### src/rtl/traffic_light_ctrl.sv
// Main/side road traffic light with pedestrian crossing: a Moore FSM whose state
// durations are counted in prescaled ticks.
module traffic_light_ctrl #(
  parameter int unsigned CLK_DIV   = 100000000,
  parameter int unsigned T_GREEN_M = 10,
  parameter int unsigned T_GREEN_S = 6,
  parameter int unsigned T_YELLOW  = 3,
  parameter int unsigned T_WALK    = 8
) (
  input  logic       clk,
  input  logic       rstn,
  input  logic       ped_req,
  output logic [2:0] main_light,
  output logic [2:0] side_light,
  output logic       walk,
  output logic       ped_wait,
  output logic [2:0] state
);

  localparam int unsigned PW = 16;
  localparam int unsigned TW = 8;
  localparam int unsigned SW = 3;

  localparam logic [SW-1:0] S_MG   = 3'd0;
  localparam logic [SW-1:0] S_MY   = 3'd1;
  localparam logic [SW-1:0] S_SG   = 3'd2;
  localparam logic [SW-1:0] S_SY   = 3'd3;
  localparam logic [SW-1:0] S_WALK = 3'd4;

  localparam logic [2:0] LAMP_R = 3'b100;
  localparam logic [2:0] LAMP_Y = 3'b010;
  localparam logic [2:0] LAMP_G = 3'b001;

  localparam logic [PW-1:0] PRESC_LAST = PW'(CLK_DIV - 1);

  logic [SW-1:0] cur_state;
  logic [SW-1:0] nxt_state;
  logic [PW-1:0] presc;
  logic [TW-1:0] timer;
  logic [TW-1:0] t_last;
  logic          tick;
  logic          done;
  logic          trans;
  logic          ped_q;

  assign tick  = (presc == PRESC_LAST);
  assign done  = tick && (timer == t_last);
  assign trans = (nxt_state != cur_state);

  // Last timer value of the current state
  always_comb begin
    t_last = TW'(T_GREEN_M - 1);
    case (cur_state)
      S_MY:    t_last = TW'(T_YELLOW - 1);
      S_SG:    t_last = TW'(T_GREEN_S - 1);
      S_SY:    t_last = TW'(T_YELLOW - 1);
      S_WALK:  t_last = TW'(T_WALK - 1);
      default: t_last = TW'(T_GREEN_M - 1);
    endcase
  end

  // State register
  always_ff @(posedge clk or negedge rstn) begin
    if (!rstn) cur_state <= S_MG;
    else       cur_state <= nxt_state;
  end

  // Next-state logic; illegal codes recover to MG on the next clock
  always_comb begin
    nxt_state = cur_state;
    case (cur_state)
      S_MG:    if (done) nxt_state = S_MY;
      S_MY:    if (done) nxt_state = S_SG;
      S_SG:    if (done) nxt_state = S_SY;
      S_SY:    if (done) nxt_state = ped_q ? S_WALK : S_MG;
      S_WALK:  if (done) nxt_state = S_MG;
      default: nxt_state = S_MG;
    endcase
  end

  // Lamp decode; illegal codes show MG lamps
  always_comb begin
    main_light = LAMP_G;
    side_light = LAMP_R;
    walk       = 1'b0;
    case (cur_state)
      S_MY: begin
        main_light = LAMP_Y;
      end
      S_SG: begin
        main_light = LAMP_R;
        side_light = LAMP_G;
      end
      S_SY: begin
        main_light = LAMP_R;
        side_light = LAMP_Y;
      end
      S_WALK: begin
        main_light = LAMP_R;
        walk       = 1'b1;
      end
      default: ;
    endcase
  end

  // Prescaler and tick timer restart on every state change
  always_ff @(posedge clk or negedge rstn) begin
    if (!rstn) begin
      presc <= '0;
      timer <= '0;
    end else if (trans) begin
      presc <= '0;
      timer <= '0;
    end else if (tick) begin
      presc <= '0;
      timer <= timer + TW'(1);
    end else begin
      presc <= presc + PW'(1);
    end
  end

  // Pedestrian request latch; entering WALK serves it and overrides a new press
  always_ff @(posedge clk or negedge rstn) begin
    if (!rstn) begin
      ped_q <= 1'b0;
    end else if ((cur_state == S_SY) && (nxt_state == S_WALK)) begin
      ped_q <= 1'b0;
    end else if (ped_req && (cur_state inside {S_MG, S_MY, S_SG, S_SY})) begin
      ped_q <= 1'b1;
    end
  end

  assign ped_wait = ped_q;
  assign state    = cur_state;

endmodule

### config.mk
export PLATFORM = sky130hd
export DESIGN_NAME = traffic_light_ctrl
export DESIGN_NICKNAME = d
export VERILOG_FILES = /design/src/rtl/traffic_light_ctrl.sv
export SDC_FILE = /design/constraint.sdc
export NUM_CORES = 1
export LEC_CHECK = 0
export CAP_MARGIN = 10
export CORE_UTILIZATION = 63
export CTS_BUF_LIST = sky130_fd_sc_hd__clkbuf_2
export CTS_CLUSTER_SIZE = 16
export DETAILED_ROUTE_END_ITERATION = 16
export HOLD_SLACK_MARGIN = 0.02
export PLACE_DENSITY_LB_ADDON = 0.1
export SLEW_MARGIN = 25
export SYNTH_ARGS = -nofsm -noshare
export SYNTH_HDL_FRONTEND = slang
export SYNTH_SLANG_ARGS = --single-unit
### constraint.sdc
create_clock -name clk -period 4.7 [get_ports clk]
set_input_delay 0.705 -clock clk [delete_from_list [all_inputs] [get_ports clk]]
set_output_delay 0.705 -clock clk [all_outputs]
set_load 0.03 [all_outputs]
* Word-level counts from Yosys, hierarchy flattened
Cells that the tools add are included.
Word-level totals: ROM bits 0, memories kept 0, register bits after elaboration 28, bits in writable memories 0, output and inout bits 11, bits in latches 0, bits of input ports 3, word-level logic and storage cells 40
Operators by class: shifts and indexed selects 0, reduce and logical (&&, ||, !) cells 9, eq/ne operators 8, divide/modulo/power cells 0, muxes and demuxes 17, order comparisons 0, bitwise gates (word level) 0, multipliers 0, add/sub/neg operators 2
Operators by type and width (count):
- 2-to-1 mux 16 bit | 2
- 2-to-1 mux 3 bit | 6
- adder 16 x 1 -> 16 bit (second input constant) | 1
- equality test 16 bit (second input constant) | 1
- 2-to-1 mux 8 bit | 2
- case mux 3 bit (5 select lines) | 1
- case mux 3 bit (2 select lines) | 2
- case mux 4 bit (3 select lines) | 1
- adder 8 x 1 -> 8 bit (second input constant) | 1
- equality test 8 bit | 1
- equality test 3 x 2 -> 1 bit (second input constant) | 2
- equality test 3 bit (second input constant) | 2
- nonzero test 2 bit | 2
- nonzero test 4 bit | 1
- equality test 3 x 1 -> 1 bit (second input constant) | 1
- logical AND 1 bit | 3
- logical NOT 3 bit | 1
- 2-to-1 mux 1 bit | 3
- != test 3 bit | 1
- OR reduction 3 bit | 1
- OR reduction 2 bit | 1

* Logic depth before layout (Yosys ltp)
Gate-level depths: netlist (run 1).
depth in word-level cells 10, gate-level depth with buffers 7, mapped depth without buffers 5

* Worst setup path after synthesis (run 1)
Ideal clock, no wire load.
path kind register to output, start register cur_state[2] (netlist: state[2]), end output main_light[0], required time 3.995 ns, cell stages (with the launch flop) 6, buffers on the path 1, arrival time 2.014 ns, path slack 1.981 ns, path through dfrtp_1 > clkbuf_1 > inv_1 > nand2_1 > nand2_1 > nor2_1
On the way: cells in the longest elaborated chain, start to end 3, elaborated cells on any way between the ends 6, those cells by class 4 x eq/ne; 1 x mux; 1 x reduce/logical
Ends and longest elaborated chain:
- start, declared | RTL line 36 | logic [SW-1:0] cur_state;
- start signal, assigned | RTL line 65 | else cur_state <= nxt_state;
- equality test 3 x 2 -> 1 bit or equality test 3 bit (tied branches) | RTL line 86 | case (cur_state)
- OR reduction 3 bit (no source line)
- case mux 3 bit (2 select lines) (*) | RTL line 86
- end, declared | RTL line 13 | output logic [2:0] main_light,
Mark *: on every way between the ends. The rest lies on a longest branch, timed or not.

* Final worst setup path (run 1)
start register cur_state[2] (netlist: state[2]), end output main_light[2]
Same word-level chain as after synthesis.

==> results of run 1 <==
[sequential cells by signal (all words and copies together) (netlist names)]
register / cells
ped_wait: 1
timer: 8
state: 3
presc: 16
[worst max-delay path: cells and delay by family, from the launching register on]
family,cells,cell delay (ns)
DFF,1,0.58
and+or+nand+nor,2,0.65
buffers and inverters,1,0.67
[layer usage]
metal  vias to the layer above  share of wire [%]  global-route usage, %
li1                        599                  -                      -
met3                         5                3.5                   3.87
met1                       601                 47                   33.9
met4                         0                1.3                   9.91
met2                        29                 48                   44.3
met5                         -                  0                      0
[through the flow]
| step | setup WS, ns | hold slack [ns] | utilization (%) |
|---|---|---|---|
| 2_1_floorplan | 1.98 | 0.409 | - |
| 3_3_place_gp | 2.08 | 0.436 | 74.4 |
| 3_5_place_dp | 1.98 | 0.457 | 74.4 |
| 4_1_cts | 1.74 | 0.485 | 76.4 |
| 5_1_grt | 1.63 | 0.517 | 76.6 |
| 6_report | 1.74 | 0.482 | 76.6 |
[layout by cell type (no fill, tap or decap)]
cell type / netlist / routed
dfrtp_1: 28 / 28
or4_1: 2 / 2
buf_4: 0 / 1
and4_1: 2 / 2
or3_1: 2 / 2
o21ai_2: 0 / 1
xor2_1: 5 / 5
a31oi_1: 1 / 1
mux2i_1: 3 / 3
inv_1: 9 / 9
a21oi_1: 5 / 5
nor3_1: 11 / 11
nor4_1: 1 / 1
nand4_1: 4 / 4
and2_1: 1 / 1
a211oi_1: 4 / 4
clkdlybuf4s50_1: 0 / 13
xnor2_1: 16 / 16
nor4b_1: 1 / 1
o311ai_0: 2 / 2
ha_1: 2 / 2
nand2_1: 16 / 16
or4b_1: 1 / 1
nand2b_1: 3 / 3
nand3_1: 6 / 6
nor2_1: 32 / 32
or3b_2: 2 / 2
bufinv_16: 0 / 1
clkbuf_2: 0 / 3
or2_4: 1 / 1
o2bb2ai_1: 1 / 1
nor4_4: 1 / 1
and3_1: 1 / 1
[logic make-up (layout without fill, tap and decap cells)]
logic type / count (synthesis) / count (layout) / share of synthesized area (%)
flip-flops: 28 / 28 / 45.9
XOR/XNOR: 21 / 21 / 12.0
AO/OA/AOI/OAI: 14 / 14 / 6.07
adder cells (fa/ha/maj): 2 / 2 / 1.64
buffers and inverters: 14 / 27 / 3.61
AND/OR/NAND/NOR: 87 / 87 / 28.8
multiplexers: 3 / 3 / 1.97
[power by group through the flow]
stage	logic (mW)	clock network, mW	registers (mW)
floorplan	0.000000563	0	0.246
global placement	0.00688	0	0.245
detailed placement	0.00707	0	0.245
CTS	0.00710	0.147	0.242
global route	0.00787	0.154	0.242
finish	0.00675	0.142	0.242
[final timing paths]
check                                     from              endpoint  slack, ns  cells after the start
setup / recovery            state[2]$_DFF_PN0_         main_light[2]       1.74                      3
hold / removal              presc[0]$_DFF_PN0_    presc[0]$_DFF_PN0_       0.48                      1
setup reg to reg           presc[10]$_DFF_PN0_    state[2]$_DFF_PN0_       2.06                      5
hold reg to reg             presc[0]$_DFF_PN0_    presc[0]$_DFF_PN0_       0.48                      1
max in group asynchronous                 rstn  timer[1]$_DFFE_PN0P_       3.76                      2
min in group asynchronous                 rstn    presc[8]$_DFF_PN0_       0.67                      2
[area by class of cell]
class | count | share of cell area, %
Inverter | 9 | 1.96
Tap cell | 28 | 2.03
Clock inverter | 1 | 1.74
Multi-Input combinational cell | 127 | 44.9
Timing Repair Buffer | 14 | 7.97
Clock buffer | 3 | 0.870
Sequential cell | 28 | 40.6
==> flow_summary.yaml, run 1 <==
outcome:
  outcome: "finished, final reports clean"
die:
  die_h_um: 51.2
  dieArea_mm2: 0.00262
  core_area_mm2: 0.00225
  die_w_um: 51.2
  rows: 17
  io_pins: 14
  start_util_pct: 67.7
clock_network:
  hold_buffers: 0
  h-tree-depth: 1
  clock-sinks: 28
  clkLatencyLatePin_ns: 0.36
  path_clk_slew_ns: 0.25
  cts-root-buf: "clkbuf_2"
  clk_path_buf_depth: 2
  cts_setup_buffers: 0
  cts_made_buffers: 3
  cts_resized: 0
  cts_tree: "yes"
synthesis:
  ys_types: 32
  synth.avg_cell_area_um2: 9.03
  yosys.area.top_type: "dfrtp_1"
  synth_edf_count: 0
  synth_sequential_area_ratio_pct: 45.9
  postSynthCellCount: 169
  synth.most_common_cell: "nor2_1"
  syn_nets: 174
  syn_area_mm2: 0.00153
  synth-seq-cells: 28
  netlist_top_cells_area: "dfrtp_1 (46%), xnor2_1 (9.2%), nor2_1 (7.9%)"
  ys.flop_type: "dfrtp_1"
  async_flop_share_pct: 100
  synth_top_area_share_pct: 45.9
  synth_warnings: 0
  synthTopCellsByCount: "nor2_1 (32), dfrtp_1 (28), nand2_1 (16), xnor2_1 (16), nor3_1 (11)"
detailed_routing:
  wl_mm: 3.02
  drt.antenna.violating_nets: 0
  vias: 1234
  drt-pass1-iter-count: 4
  drt_iter0_markers: 41
  wl_per_cell_um: 14.4
  via_per_inst: 5.88
  drc: 0
power_and_ir_drop:
  p_total_uw: 391
  share_seq_of_total_power_pct: 61.8
  power.density_mw_per_mm2: 226
  clkPwrFrac_pct: 36.4
  p_leak_nw: 0.714
  vdd_drop_max_v: 0.000204
  pwr-share-comb_pct: 1.7
  switching_share_pct: 18.9
  intPower_uw: 317
  netSwitchingPower_uw: 73.9
worst_setup_path:
  critPathMaxStageDelay_ns: 0.67
  slowest_stage: "clkdlybuf4s50_1"
  cp-start-kind: "flop"
  arrival_ns: 2.25
  crit_chain: "or3b_2 -> nand2_1 -> clkdlybuf4s50_1"
  crit_fanout: 11
  endpoint_kind: "primary output"
  critPathRequiredTime_ns: 3.99
  critical_path_class: "flop to primary output"
global_routing:
  grt_antenna_before_repair: 0
  grt_pass1_wl_mm: 5.06
  grt_max_degree: 29
  grt.overflow.total: 0
  grt_pass1_vias: 1153
  grtUsageTotal_pct: 26.2
run:
  maxCapViolCount: 0
placement:
  dp.cells: 206
  postPlaceCellArea_mm2: 0.00168
  port_buffers: 13
  place.detailed.hpwl_mm: 2.20
  gp_congestion: 0.922
timing:
  setup_tns_ns: 0
  skew_ns: 0.00991
  slew_violations: 0
  finalHoldViolCount: 0
  slew_headroom_pct: 54.0
  rsz0062_at_grt: "false"
  fmax_mhz: 338
  tightest_slew_ns: 0.687
  min_period_over_period_pct: 63.0
  min_period_ns: 2.96
  setup_viol: 0
layout:
  fill_cells: 169
  instances_no_fill: 210
  num_antenna_cells: 0
  ff_latch_area_um2: 701
  area_growth_pct: 13.1
  drive_gt1_share_pct: 5.49
  final_area_mm2: 0.00173
  multi_input_area_um2: 774
  finish.net_count: 188
hold_path:
  hp-class: "flop to flop"
No activity file was read; power rests on OpenSTA's default activity.
==> run 2: changes to the inputs <==
Settings changed: CORE_UTILIZATION 63 to 53.
Clock period 4.7 ns to 2.5 ns, I/O delays scaled along.
==> run 2 against run 1 <==
Compared with the run above:
- sequential cell count is the same
- non-clock buffer count grew 5
- clock power grew 14%
- sequential share of layout area shrank 0.25 points
- via count grew 1.1%
- clock skew grew 0.0017 ns
- hold slack lost 0.14 ns
- global-route usage shrank 4.1 points
- first-iteration DRC count grew 39%
- worst setup slack lost 1.7 ns
- cell area grew 0.80%
- critical path type is now flop to flop
==> flow_summary.yaml, run 2 (synthesis results as in run 1) <==
outcome:
  outcome: "finished, final reports clean"
layout:
  layout_common_cells: "nor2_1 (32), dfrtp_1 (27), nand2_1 (16), xnor2_1 (16), nor3_1 (11)"
  area_growth_pct: 14.0
  finish.net_count: 193
  drive_gt1_share_pct: 8.02
  layout_commonest_cell: "nor2_1"
  num_antenna_cells: 0
  largest_reg_flops: 16
  regMostFlops: "presc"
worst_setup_path:
  critPathRequiredTime_ns: 2.79
  critPathMaxStageDelay_ns: 0.52
  reg2reg_slack_ns: 0.09
  timing.rr.end: "state[2]$_DFF_PN0_"
  crit_family: "simple AND/OR/NAND/NOR gates"
  critical_path_class: "flop to flop"
  slowest_stage: "or4_1"
  crit_fanout: 5
  r2r_start: "presc[10]$_DFF_PN0_"
  r2r.worst_path.cells: 5
  cp_num_buf_inv: 0
  cp-start-kind: "flop"
  crit_chain: "or4b_1 -> or4_1 -> or2_4 -> nor4_4 -> mux2i_1"
  endpoint_kind: "flop"
  arrival_ns: 2.71
global_routing:
  grt_antenna_before_repair: 0
  grtUsageTotal_pct: 22.1
  grt_pass1_vias: 1238
  grt_max_degree: 29
  grt.overflow.total: 0
  grt_pass1_wl_mm: 5.40
die:
  start_util_pct: 55.8
  rows: 19
  die_w_um: 55.7
  core_area_mm2: 0.00273
  die_h_um: 55.7
  io_pins: 14
  dieArea_mm2: 0.00310
run:
  maxCapViolCount: 0
timing:
  skew_ns: 0.0116
  finalHoldViolCount: 0
  min_period_ns: 2.41
  slew_headroom_pct: 45.9
  min_period_over_period_pct: 96.6
  tightest_slew_ns: 0.807
  slew_violations: 0
  setup_tns_ns: 0
  fmax_mhz: 414
  holdWs_ns: 0.345
  rsz0062_at_grt: "false"
  setup_viol: 0
clock_network:
  clk_path_buf_depth: 2
  hold_buffers: 0
  h-tree-depth: 1
  path_clk_slew_ns: 0.25
  cts_setup_buffers: 0
  cts_made_buffers: 3
  cts_tree: "yes"
  clkLatencyLatePin_ns: 0.35
  clock-sinks: 28
  cts-root-buf: "clkbuf_2"
power_and_ir_drop:
  vdd_drop_max_v: 0.000388
  p_total_uw: 628
  power.density_mw_per_mm2: 361
  p_leak_nw: 0.735
detailed_routing:
  drc: 0
  drt.antenna.violating_nets: 0
  wl_per_cell_um: 14.3
  wl_mm: 3.13
  drt-pass1-iter-count: 4
  vias: 1247
  via_per_inst: 5.72
  drt_iter0_markers: 57
placement:
  place.detailed.hpwl_mm: 2.27
  gp_congestion: 0.834
  port_buffers: 13
hold_path:
  hp-class: "input port to asynchronous set/reset pin"
==> run 2: final cells by class <==
type / count / area, µm²
timing repair buffer: 19 / 170
fill: 233 / 993
multi-input combinational: 127 / 777
inverter: 9 / 33.8
sequential: 28 / 702
tap: 31 / 38.8
clock buffer: 3 / 15.0
clock inverter: 1 / 3.75
==> run 2: timing repair <==
item	4_1_cts	5_1_grt
endpoints found under the setup margin	4	5
pin swaps	0	1
hold endpoints to repair	0	0
resized for setup	5	1
==> run 2: power breakdown <==
| part | switching, mW | internal [mW] |
|---|---|---|
| logic | 0.00882 | 0.00374 |
| registers | 0.0000000000000000710 | 0.454 |
| clock network | 0.127 | 0.0347 |
| total | 0.136 | 0.492 |
==> run 2: per-layer routing <==
layer  GRT usage (%)  part of all wire (%)  up-vias
li1                -                     -      613
met1            29.5                    49      615
met2            37.0                    47       14
met3            3.02                   2.3        5
met4            7.50                   1.2        0
met5               0                     0        -
==> run 2: how the worst max path moves through the flow <==
stage                                   start            endpoint  depth (start not counted)
after global placement    presc[10]$_DFF_PN0_  state[2]$_DFF_PN0_                          5
final                     presc[10]$_DFF_PN0_  state[2]$_DFF_PN0_                          5
after CTS                 presc[10]$_DFF_PN0_  state[2]$_DFF_PN0_                          5
after detailed placement  presc[10]$_DFF_PN0_  state[2]$_DFF_PN0_                          5
after floorplan           presc[10]$_DFF_PN0_  state[0]$_DFF_PN0_                          6
after global routing      presc[10]$_DFF_PN0_  state[2]$_DFF_PN0_                          5
==> run 2: worst register-to-register path: cells and delay by family, from the launching register on <==
family           cells  cell delay, ns
DFF                  1            0.43
muxes                1            0.23
and+or+nand+nor      4            1.70
==> run 2: metrics by stage <==
step	utilization (%)	setup slack [ns]	cells	instance area, µm²
2_1_floorplan	-	0.0816	169	1530
3_3_place_gp	62.9	0.139	214	1720
3_5_place_dp	62.9	0.0908	214	1720
4_1_cts	63.4	0.0190	218	1730
5_1_grt	63.7	0.00194	218	1740
6_report	63.7	0.0857	218	1740
==> run 3: changes to the inputs <==
Settings changed: SETUP_SLACK_MARGIN set to 0.15.
==> run 3 against run 2 <==
Compared with the run above:
- global-route usage increased by 1.3 points
- via count is 1.1% higher
- hold slack worse by 0.042 ns
- cell area up 4.7%
- highest routed layer unchanged
- routed wire length up 2.5%
- total power grew 18%
- critical endpoint unchanged
- clock-buffer cell count unchanged
- utilization grew 3.0 points
- largest power group unchanged
==> flow_summary.yaml, run 3 (synthesis results as in run 1) <==
detailed_routing:
  drt-pass1-iter-count: 4
  drt_iter0_markers: 45
  vias: 1261
  via_per_inst: 5.71
  drc: 0
  drt.antenna.violating_nets: 0
  wl_mm: 3.21
  wl_per_cell_um: 14.5
global_routing:
  grt_pass1_wl_mm: 5.66
  grt_max_degree: 29
  grtUsageTotal_pct: 23.4
  grt_antenna_before_repair: 0
  grt_pass1_vias: 1248
  grt.overflow.total: 0
layout:
  regMostFlops: "presc"
  num_antenna_cells: 0
  fill_cells: 235
  finish.net_count: 196
  largest_reg_flops: 16
  layout_commonest_cell: "nor2_1"
  layout_common_cells: "nor2_1 (31), dfrtp_1 (26), nand2_1 (16), xnor2_1 (16), nor3_1 (11)"
  area_growth_pct: 19.4
  fin_util_pct: 66.7
  drive_gt1_share_pct: 13.2
worst_setup_path:
  crit_start: "presc[11]$_DFF_PN0_"
  r2r_start: "presc[11]$_DFF_PN0_"
  timing.rr.end: "state[2]$_DFF_PN0_"
  crit_chain: "or4b_1 -> or4_4 -> or2_4 -> nor4_4 -> buf_4 -> mux2i_1"
  slowest_stage: "or4b_1"
  reg2reg_slack_ns: 0.16
  cp-endpoint: "state[2]$_DFF_PN0_"
  path_depth: 6
  endpoint_kind: "flop"
  critical_path_class: "flop to flop"
  crit_fanout: 5
  r2r.worst_path.cells: 6
  arrival_ns: 2.64
  cp-start-kind: "flop"
  critPathMaxStageDelay_ns: 0.52
  cp_num_buf_inv: 1
  crit_family: "simple AND/OR/NAND/NOR gates"
  critPathRequiredTime_ns: 2.80
timing:
  rsz0062_at_grt: "true"
  setup_viol: 0
  min_period_ns: 2.34
  tightest_slew_ns: 0.792
  slew_violations: 0
  skew_ns: 0.0341
  slew_headroom_pct: 46.9
  fmax_mhz: 427
  setup_tns_ns: 0
  min_period_over_period_pct: 93.6
  finalHoldViolCount: 0
clock_network:
  clk_path_buf_depth: 2
  clkLatencyLatePin_ns: 0.39
  cts_made_buffers: 3
  path_clk_slew_ns: 0.29
  hold_buffers: 0
  h-tree-depth: 1
  cts_tree: "yes"
  clock-sinks: 28
  cts-root-buf: "clkbuf_2"
placement:
  port_buffers: 13
  gp_congestion: 0.908
  place.detailed.hpwl_mm: 2.28
power_and_ir_drop:
  vdd_drop_max_v: 0.000405
  p_leak_nw: 0.789
  p_total_uw: 742
  power.density_mw_per_mm2: 407
die:
  die_w_um: 55.7
  rows: 19
  core_area_mm2: 0.00273
  dieArea_mm2: 0.00310
  start_util_pct: 55.8
  die_h_um: 55.7
  io_pins: 14
outcome:
  outcome: "finished, final reports clean"
hold_path:
  hp-class: "input port to asynchronous set/reset pin"
run:
  maxCapViolCount: 0
[run 3: power by group]
group | internal, mW | switching (mW)
Clock | 0.138 | 0.138
Sequential | 0.454 | 0.0000000000000000775
Combinational | 0.00373 | 0.00877
Total | 0.596 | 0.147
[run 3: what timing repair did]
item / 4_1_cts / 5_1_grt
endpoints found under the setup margin: 11 / 15
pin swaps: 1 / 4
buffers inserted: 4 / 0
resized for setup: 8 / 10
[run 3: layer usage]
layer  track usage (%)  share of wire (%)  vias up
met2              36.1                 46       31
met5                 0                  0        -
met4              12.1                1.8        0
met3              2.56                4.3        6
li1                  -                  -      616
met1              32.7                 48      608
[run 3: worst min path at each step]
stage,to,from,slack (ns),depth (start not counted)
6_report,timer[3]$_DFFE_PN0P_,rstn,0.30,2
5_1_grt,presc[7]$_DFF_PN0_,rstn,0.34,2
4_1_cts,timer[1]$_DFFE_PN0P_,rstn,0.31,2
3_5_place_dp,presc[0]$_DFF_PN0_,presc[0]$_DFF_PN0_,0.44,1
3_3_place_gp,presc[0]$_DFF_PN0_,presc[0]$_DFF_PN0_,0.43,1
2_1_floorplan,ped_wait$_DFFE_PN0P_,rstn,0.08,0
[run 3: per-stage QoR]
step	worst slack, ns	hold WS, ns	cells	cell area, µm²
after detailed placement	0.173	0.444	213	1710
after CTS	0.141	0.308	221	1790
after global routing	0.0923	0.336	221	1820
after floorplan	0.208	0.0794	169	1540
final	0.161	0.304	221	1820
after global placement	0.254	0.435	213	1710
[run 3: cell type report]
class,instances,area [µm²],area share [%]
timing repair buffer,22,193,10.6
multi-input combinational,127,810,44.4
sequential,28,703,38.6
clock inverter,1,30.0,1.65
inverter,9,33.8,1.85
tap,31,38.8,2.13
clock buffer,3,15.0,0.824
